## config.mk

```make
export PLATFORM = sky130hd
export DESIGN_NAME = ccsds_randomizer
export DESIGN_NICKNAME = d
export VERILOG_FILES = /design/src/rtl/ccsds_randomizer.sv
export SDC_FILE = /design/constraint.sdc
export NUM_CORES = 1
export LEC_CHECK = 0
export CAP_MARGIN = 25
export CORE_MARGIN = 3
export CORE_UTILIZATION = 41
export DETAILED_ROUTE_END_ITERATION = 8
export PLACE_DENSITY = 0.71
export SLEW_MARGIN = 20
export SYNTH_ARGS = -nofsm -noshare
export SYNTH_HDL_FRONTEND = slang
export SYNTH_SLANG_ARGS = --single-unit
```

## constraint.sdc

```tcl
create_clock -name core_clk -period 4.1 [get_ports core_clk]
set_input_delay 1.23 -clock core_clk [delete_from_list [all_inputs] [get_ports core_clk]]
set_output_delay 1.23 -clock core_clk [all_outputs]
set_load 0.02 [all_outputs]
```

## src/rtl/ccsds_randomizer.sv

```systemverilog
// ccsds_randomizer: CCSDS pseudo-randomizer on a 32-bit AXI-Stream of ASM-framed words.
// Defining RAND_FRAME_CHK_EN adds the frame_err_o frame-length check.
module ccsds_randomizer #(
  parameter int FRAME_WORDS = 65,
  parameter int PAD_BYTES   = 1
) (
  input  logic        rst,
  input  logic        core_clk,
  input  logic [31:0] s_axis_tdata,
  input  logic        s_axis_tvalid,
  input  logic        s_axis_tlast,
  output logic        s_axis_tready,
  output logic [31:0] m_axis_tdata,
  output logic        m_axis_tvalid,
  output logic        m_axis_tlast,
  input  logic        m_axis_tready
`ifdef RAND_FRAME_CHK_EN
  ,
  output logic        frame_err_o
`endif
);
  localparam logic [6:0]  LAST_W    = 7'(FRAME_WORDS - 1);
  localparam logic [31:0] KEEP_MASK = ~((32'd1 << (8 * PAD_BYTES)) - 32'd1);

  logic [6:0]  wcnt_q, wcnt_d;
  logic [7:0]  lfsr_q, lfsr_d, lfsr_adv;
  logic [31:0] mask, in_data;
  logic        accept, is_asm, is_last;
  logic        out_valid_q, out_valid_d, out_last_q, out_last_d;
  logic [31:0] out_data_q, out_data_d;
  logic        skid_valid_q, skid_valid_d, skid_last_q, skid_last_d;
  logic [31:0] skid_data_q, skid_data_d;
  logic        rdy_q, out_free, skid_load;

  // 32 LFSR steps per word; state bit 7 is the oldest sequence bit
  always_comb begin
    lfsr_adv = lfsr_q;
    mask     = '0;
    for (int i = 0; i < 32; i++) begin
      mask[31-i] = lfsr_adv[7];
      lfsr_adv   = {lfsr_adv[6:0], lfsr_adv[7] ^ lfsr_adv[4] ^ lfsr_adv[2] ^ lfsr_adv[0]};
    end
  end

  assign accept  = s_axis_tvalid & rdy_q;
  assign is_asm  = wcnt_q == '0;
  assign is_last = wcnt_q == LAST_W;
  assign in_data = is_asm ? s_axis_tdata : s_axis_tdata ^ (is_last ? mask & KEEP_MASK : mask);
  assign wcnt_d  = !accept ? wcnt_q : (s_axis_tlast || is_last) ? 7'd0 : wcnt_q + 7'd1;
  assign lfsr_d  = !accept ? lfsr_q : is_asm ? 8'hFF : lfsr_adv;

  // Output register refills from the skid entry first so order is preserved
  assign out_free     = !out_valid_q || m_axis_tready;
  assign skid_load    = !out_free && accept;
  assign out_valid_d  = out_free ? (skid_valid_q || accept) : out_valid_q;
  assign out_data_d   = !out_free ? out_data_q : skid_valid_q ? skid_data_q : in_data;
  assign out_last_d   = !out_free ? out_last_q : skid_valid_q ? skid_last_q : s_axis_tlast;
  assign skid_valid_d = skid_load || (skid_valid_q && !out_free);
  assign skid_data_d  = skid_load ? in_data : skid_data_q;
  assign skid_last_d  = skid_load ? s_axis_tlast : skid_last_q;

  always_ff @(posedge core_clk or posedge rst) begin
    if (rst) begin
      wcnt_q       <= '0;
      lfsr_q       <= 8'hFF;
      out_valid_q  <= 1'b0;
      out_data_q   <= '0;
      out_last_q   <= 1'b0;
      skid_valid_q <= 1'b0;
      skid_data_q  <= '0;
      skid_last_q  <= 1'b0;
      rdy_q        <= 1'b0;
    end else begin
      wcnt_q       <= wcnt_d;
      lfsr_q       <= lfsr_d;
      out_valid_q  <= out_valid_d;
      out_data_q   <= out_data_d;
      out_last_q   <= out_last_d;
      skid_valid_q <= skid_valid_d;
      skid_data_q  <= skid_data_d;
      skid_last_q  <= skid_last_d;
      rdy_q        <= !skid_valid_d;
    end
  end

  assign s_axis_tready = rdy_q;
  assign m_axis_tdata  = out_data_q;
  assign m_axis_tvalid = out_valid_q;
  assign m_axis_tlast  = out_last_q;

`ifdef RAND_FRAME_CHK_EN
  logic err_q;
  always_ff @(posedge core_clk or posedge rst) begin
    if (rst) err_q <= 1'b0;
    else err_q <= accept && (s_axis_tlast != is_last);
  end
  assign frame_err_o = err_q;
`endif
endmodule

```

==> results of run 1 <==
-- cells in the final DEF (no fill, tap or decap), types with 9 or more instances in the layout --
master	n
o21ai_0	82
xor2_1	30
nand2_1	52
dfrtp_1	76
clkbuf_16	9
nor2_1	41
mux2_2	18
xnor2_1	27
clkdlybuf4s50_1	71
a21oi_1	23
-- worst min-delay path, cell delays in order (launching register included) --
cell and delay (ns):
dfrtp_1 0.34, nand2_1 0.05, o21ai_0 0.06
-- cell type report --
| class | count | area, µm² | area share |
|---|---|---|---|
| Inverter | 6 | 23.77 | 0.004127 |
| Multi-Input combinational cell | 358 | 2380 | 0.4131 |
| Clock buffer | 10 | 229.0 | 0.03975 |
| Timing Repair Buffer | 78 | 775.7 | 0.1347 |
| Sequential cell | 84 | 2112 | 0.3666 |
| Tap cell | 140 | 175.2 | 0.03041 |
| Clock inverter | 6 | 65.06 | 0.01129 |
-- power by group through the flow --
stage               clock (µW)  combinational, µW  sequential (µW)
finish                     805               2340             1530
global route               854               2590             1590
CTS                        823               2360             1530
detailed placement           0               2340             1540
global placement             0               2300             1520
floorplan                    0               1680             1560
-- synth_stat cells (all sizes together), types with 4 or more instances --
master,count
o21ai,85
dfrtp,76
nand2,52
nor2,43
xor2,30
xnor2,29
a21oi,23
clkbuf,19
mux2,18
buf,13
dfstp,8
nand3,8
nor3,8
a21o,7
xnor3,7
inv,5
mux2i,5
nor3b,5
a21boi,4
nor2b,4
-- per-stage QoR --
stage / setup slack (ns) / hold WS (ns) / util / total power, µW
after floorplan: 0.7181 / 0.4447 / - / 3242
after global placement: 1.093 / 0.4609 / 0.4956 / 3821
after detailed placement: 1.066 / 0.4692 / 0.4956 / 3882
after CTS: 1.420 / 0.4842 / 0.5222 / 4710
after global routing: 1.322 / 0.5137 / 0.5222 / 5038
final: 1.405 / 0.4783 / 0.5222 / 4677
-- layer usage --
layer / up-vias / global-route usage
met5: - / 0
met4: 0 / 0.05849
met3: 18 / 0.03369
met2: 109 / 0.2994
met1: 1753 / 0.2611
li1: 1738 / -
-- flip-flops by register name (all words and copies together) (netlist names) --
register       cells
lfsr_q             8
m_axis_tdata      32
m_axis_tlast       1
m_axis_tvalid      1
s_axis_tready      1
skid_data_q       32
skid_last_q        1
skid_valid_q       1
wcnt_q             7
-- final timing paths --
path,start,endpoint,cells past startpoint
setup / recovery,s_axis_tvalid,skid_data_q[9]$_DFFE_PP0P_,6
hold / removal,m_axis_tdata[25]$_DFFE_PP0P_,m_axis_tdata[25]$_DFFE_PP0P_,2
setup reg to reg,wcnt_q[0]$_DFFE_PP0P_,lfsr_q[5]$_DFFE_PP1P_,7
hold reg to reg,m_axis_tdata[25]$_DFFE_PP0P_,m_axis_tdata[25]$_DFFE_PP0P_,2
max in group asynchronous,rst,lfsr_q[7]$_DFFE_PP1P_,3
min in group asynchronous,rst,m_axis_tdata[28]$_DFFE_PP0P_,2
-- cell families after synthesis --
family	count (synthesis)	synth area share
simple gates	137	0.1353
fa+ha+maj	2	0.005327
xor+xnor	69	0.1633
flops	84	0.4497
buf+inv	38	0.04528
mux	23	0.05381
compound gates	127	0.1473
==> metrics.txt, run 1 <==
most frequent cell on the critical path buf_4; IO Port Bufs roughly 70; detail-routed net length per standard cell roughly 16 µm; total number of placement rows 38; uppermost layer routed met4; overflow left after global routing 0; Crit path largest cell delay between 0.4 and 0.5 ns; kind of launch point of the worst setup path input pin; number of placed instances with taps included ~670; Final Instance Area ~5800 µm²; hpwl dp roughly 7.5 mm; headroom to the max-slew limit 0.5103; top flip-flop cell by instance count after synthesis dfrtp_1; Critical Path Sink Type flop; register-to-register setup slack approximately 1.8 ns; vias per inst about 5.3; number of antenna violations at the first check in global routing 0; number of fill cells in the layout 1,025; Static Leakage 0.002471 µW; final weighted congestion in routability-driven placement roughly 0.9; number of sinks driven by the clock tree 84; fraction of post-synthesis cell area in the top cell type by area 0.4049; fraction of final layout cells with drive strength greater than 1 0.1144; worst endpoint data arrival time between 2 and 3 ns; unrepaired setup endpoints after global routing false; Detailed Routing Iterations Pass 1 5; number of ports placed on the die boundary 72; post-cts resize count 0; part of the power in registers 0.328; proportion of total power due to net switching 0.3774; Max FO, Critical Path 45; via count of the first global-routing pass 3,889; CTS tree yes; Max Fclk between 0.3 and 0.4 GHz; Max stage delay cell, worst path clkdlybuf4s50_1; number of violations reported at the end of detailed-routing iteration 0 approximately 210; worst clock skew on the final layout 0.005515 ns; final wirelength approximately 11 mm; Seq/Total Area, Yosys 0.4497; final standard cell count with taps included and fillers excluded about 700; # hold bufs at CTS 0; required time of the critical path 4.32 ns; global router's overall resource usage 0.1875; switching power ~1800 µW; Yosys Warn Count 0; worst min-delay path class reg -> reg; final hold viol count 0; Least-Margin Pin Slew around 0.73 ns; Die Area 12,780 µm²; fraction of power consumed by the clock network 0.172; Mapped Cells between 400 and 500; net total in the final layout between 500 and 600; Final period util 0.6574; maximum number of pins on one net before global-route repair 49; clock tree buffer depth 2; post-synth design cell area roughly 4700 µm²; chip width between 100 and 150 µm; Final setup violation count 0; total inserted antenna cells 0; kind of cell adding the most delay to the critical path buffers and inverters; buffer and inverter count on the worst path 3; Clock H-tree levels 3; cell types occupying the most area after synthesis dfrtp_1 40%, o21ai_0 8.7%, xor2_1 5.6%; critical path cell sequence clkdlybuf4s50_1 -> and2_1 -> buf_4 -> nand2_1 -> buf_4 -> mux2_2; source-to-sink clock delay at the later pin of the worst-skew pair roughly 0.33 ns; number of buffers created by CTS 9; largest voltage drop on the vdd net around 350 µV; average size of a mapped cell approximately 9.8 µm²; buffers inserted during post-CTS setup optimization 0; effective utilization at floorplan 0.4258; Max-Cap Viols 0; Routed met1 length 5.048 mm; status complete, no violations; relative contribution of combinational cells to total power 0.500; vertical die dimension 113.0 µm; routed wl met3 approximately 630 µm; register bit total from synthesis between 80 and 90; clock-pin slew on the worst setup and hold paths 0.06 ns; met2 wire length between 5 and 6 mm; proportion of register bits with asynchronous set or reset after synthesis 1.000; total DRC errors in the routed layout 0; total number of vias between 3,000 and 4,000; wire length of the first global-routing pass a little under 20 mm; Routed Antenna Nets 0; number of flops mapped to enable cells by yosys 0; total negative setup slack 0 ns; power per unit of standard cell area roughly 810 nW/µm²; Max Transition Viols Final 0; P&R area growth vs syn 22.64%; placeable core region roughly 11,000 µm²; Internal Dissipation ~2900 µW; post-synthesis cell type count slightly above 50; Yosys top cell by area dfrtp_1; synthesized net count 519; min cycle time layout 2.695 ns; placed standard-cell area 5466 µm²; cell chosen for the clock root clkbuf_16; CP Class in -> reg
Power figures use the tool's default switching activity.
==> run 2, diff against run 1 <==
- clock period: 4.1 -> 2.55 ns (I/O delays scaled with it)
==> run 2 against run 1 <==
Net effect: clock power increased by 74%; wire length decreased by 1.6%; flip-flop and latch count unchanged; clock-buffer cell count increased by 2; power increased by 64%; sequential power increased by 58%; final area increased by 2.1%; final cell count increased by 1.3%; largest power group unchanged; first-iteration DRC count decreased by 32%.
==> metrics.txt, run 2 (synthesized netlist as in run 1, its figures left out) <==
detail-routed net length per standard cell 15.77 µm (-2.9%); Least-Margin Pin Slew 0.5712 ns (-0.1624 ns); Crit path largest cell delay 0.69 ns (+0.27 ns); overflow left after global routing 0 (unchanged); Max-Cap Viols 0 (unchanged); number of ports placed on the die boundary 72 (unchanged); total number of vias 3,594 (-0.66%); cell chosen for the clock root clkbuf_16; clock tree buffer depth 2 (unchanged); required time of the critical path 2.77 ns (-1.55 ns); GRT met1 Usage 0.2368 (-0.02439); number of buffers created by CTS 9 (unchanged); Max stage delay cell, worst path dfstp_2; buffer and inverter count on the worst path 0 (-3); GR met3 Demand/Resource 0.03850 (+0.004813); Detailed Routing Iterations Pass 1 4 (-1); kind of launch point of the worst setup path flop; min cycle time layout around 2.2 ns; Routed Antenna Nets 0 (unchanged); number of antenna violations at the first check in global routing 0 (unchanged); most used routing layer in global routing met2; unrepaired setup endpoints after global routing false; CTS tree yes; buffers inserted during post-CTS setup optimization 0 (unchanged); power per unit of standard cell area 1307 nW/µm² (+61%); vertical die dimension 113.0 µm (unchanged); P&R area growth vs syn 25.20%; Critical Path Sink Type flop; Max FO, Critical Path 10 (-78%); IO Port Bufs 71 (unchanged); source-to-sink clock delay at the later pin of the worst-skew pair 0.33 ns (about the same); Max Transition Viols Final 0 (unchanged); Clock H-tree levels 3 (unchanged); status complete, no violations; hpwl dp 7.648 mm (+1.8%); # hold bufs at CTS 0 (unchanged); largest voltage drop on the vdd net 696.1 µV (+96%); Final setup violation count 0 (unchanged); worst min-delay path class reg -> reg; Max Fclk between 0.4 and 0.5 GHz; post-cts resize count 0 (unchanged); kind of cell adding the most delay to the critical path XOR/XNOR gates; total power of the final layout 7687 µW (+64%); critical path cell sequence xor3_2 -> xor3_1 -> and3_1 -> nor3_1 -> o21ai_1; effective utilization at floorplan 0.4258 (unchanged); total number of placement rows 38 (unchanged); Static Leakage 0.002541 µW (+2.8%); final hold viol count 0 (unchanged); met2 track utilization from global routing 0.2946 (-0.004739); worst clock skew on the final layout 0.004416 ns (-0.001099 ns); CP Class reg -> reg; commonest cells after routing, fill and taps aside 82 x o21ai_0, 76 x dfrtp_1, 71 x clkdlybuf4s50_1, 52 x nand2_1, 41 x nor2_1; total inserted antenna cells 0 (unchanged); vias per inst 5.201 (-2.0%); headroom to the max-slew limit 0.6165 (+0.1061); worst endpoint data arrival time 2.39 ns (-0.52 ns); global router's overall resource usage 0.1777 (-0.009768); number of violations reported at the end of detailed-routing iteration 0 145 (-32%); net total in the final layout 585 (+1.6%); placeable core region 11,030 µm² (unchanged); most common cell after layout, fill and taps aside o21ai_0; final weighted congestion in routability-driven placement 0.8726 (-0.29%); final wirelength 10.90 mm (-1.6%); maximum number of pins on one net before global-route repair 85 (+73%); fraction of final layout cells with drive strength greater than 1 0.1270 (+0.01265); via count of the first global-routing pass 3,672 (-5.6%); chip width 113.0 µm (unchanged); Die Area 12,780 µm² (unchanged); wire length of the first global-routing pass 18.30 mm (-5.3%); clock-pin slew on the worst setup and hold paths 0.06 ns (about the same); total DRC errors in the routed layout 0 (unchanged); total negative setup slack 0 ns (unchanged); Final period util 0.8515; number of sinks driven by the clock tree 84 (unchanged)
-- run 2: cell type report --
| class | count | area, µm² |
|---|---|---|
| Fill cell | 1008 | 5150 |
| Timing Repair Buffer | 87 | 868.3 |
| Sequential cell | 84 | 2112 |
| Inverter | 6 | 26.28 |
| Clock inverter | 4 | 72.57 |
| Tap cell | 140 | 175.2 |
| Multi-Input combinational cell | 358 | 2380 |
| Clock buffer | 12 | 246.5 |
-- run 2: worst register-to-register path: stages, from the launching register on --
cell	delay, ns
dfstp_2	0.69
xor3_2	0.54
xor3_1	0.39
and3_1	0.21
nor3_1	0.14
o21ai_1	0.09
-- run 2: report_power, final --
group	switching (µW)	internal [µW]
registers	464	1950
clock network	513	884
logic	1850	2030
total	2820	4860
-- run 2: worst paths after layout --
check / from / end / slack [ns] / depth (start not counted)
worst max-delay path: lfsr_q[0]$_DFFE_PP1P_ / m_axis_tdata[22]$_DFFE_PP0P_ / 0.38 / 5
worst min-delay path: m_axis_tdata[27]$_DFFE_PP0P_ / m_axis_tdata[27]$_DFFE_PP0P_ / 0.48 / 2
worst max register to register: lfsr_q[0]$_DFFE_PP1P_ / m_axis_tdata[22]$_DFFE_PP0P_ / 0.38 / 5
worst min register to register: m_axis_tdata[27]$_DFFE_PP0P_ / m_axis_tdata[27]$_DFFE_PP0P_ / 0.48 / 2
max in group asynchronous: rst / lfsr_q[0]$_DFFE_PP1P_ / 1.28 / 3
min in group asynchronous: rst / m_axis_tdata[28]$_DFFE_PP0P_ / 0.91 / 3
-- run 2: per-stage QoR --
step                hold slack (ns)  instances  setup WS, ns  utilization  cell area, µm²
floorplan                    0.4447        480        0.4036            -            4701
global placement             0.4612        675        0.2636       0.5042            5562
detailed placement           0.4697        675        0.2343       0.5042            5562
CTS                          0.4830        691        0.3844       0.5331            5881
global route                 0.5069        691        0.2665       0.5331            5881
finish                       0.4777        691        0.3787       0.5331            5881
-- run 2: layer usage --
| layer | vias to the layer above | wire, µm |
|---|---|---|
| met1 | 1746 | 5032 |
| met5 | - | 0 |
| li1 | 1759 | - |
| met2 | 75 | 5223 |
| met4 | 0 | 148 |
| met3 | 14 | 492 |
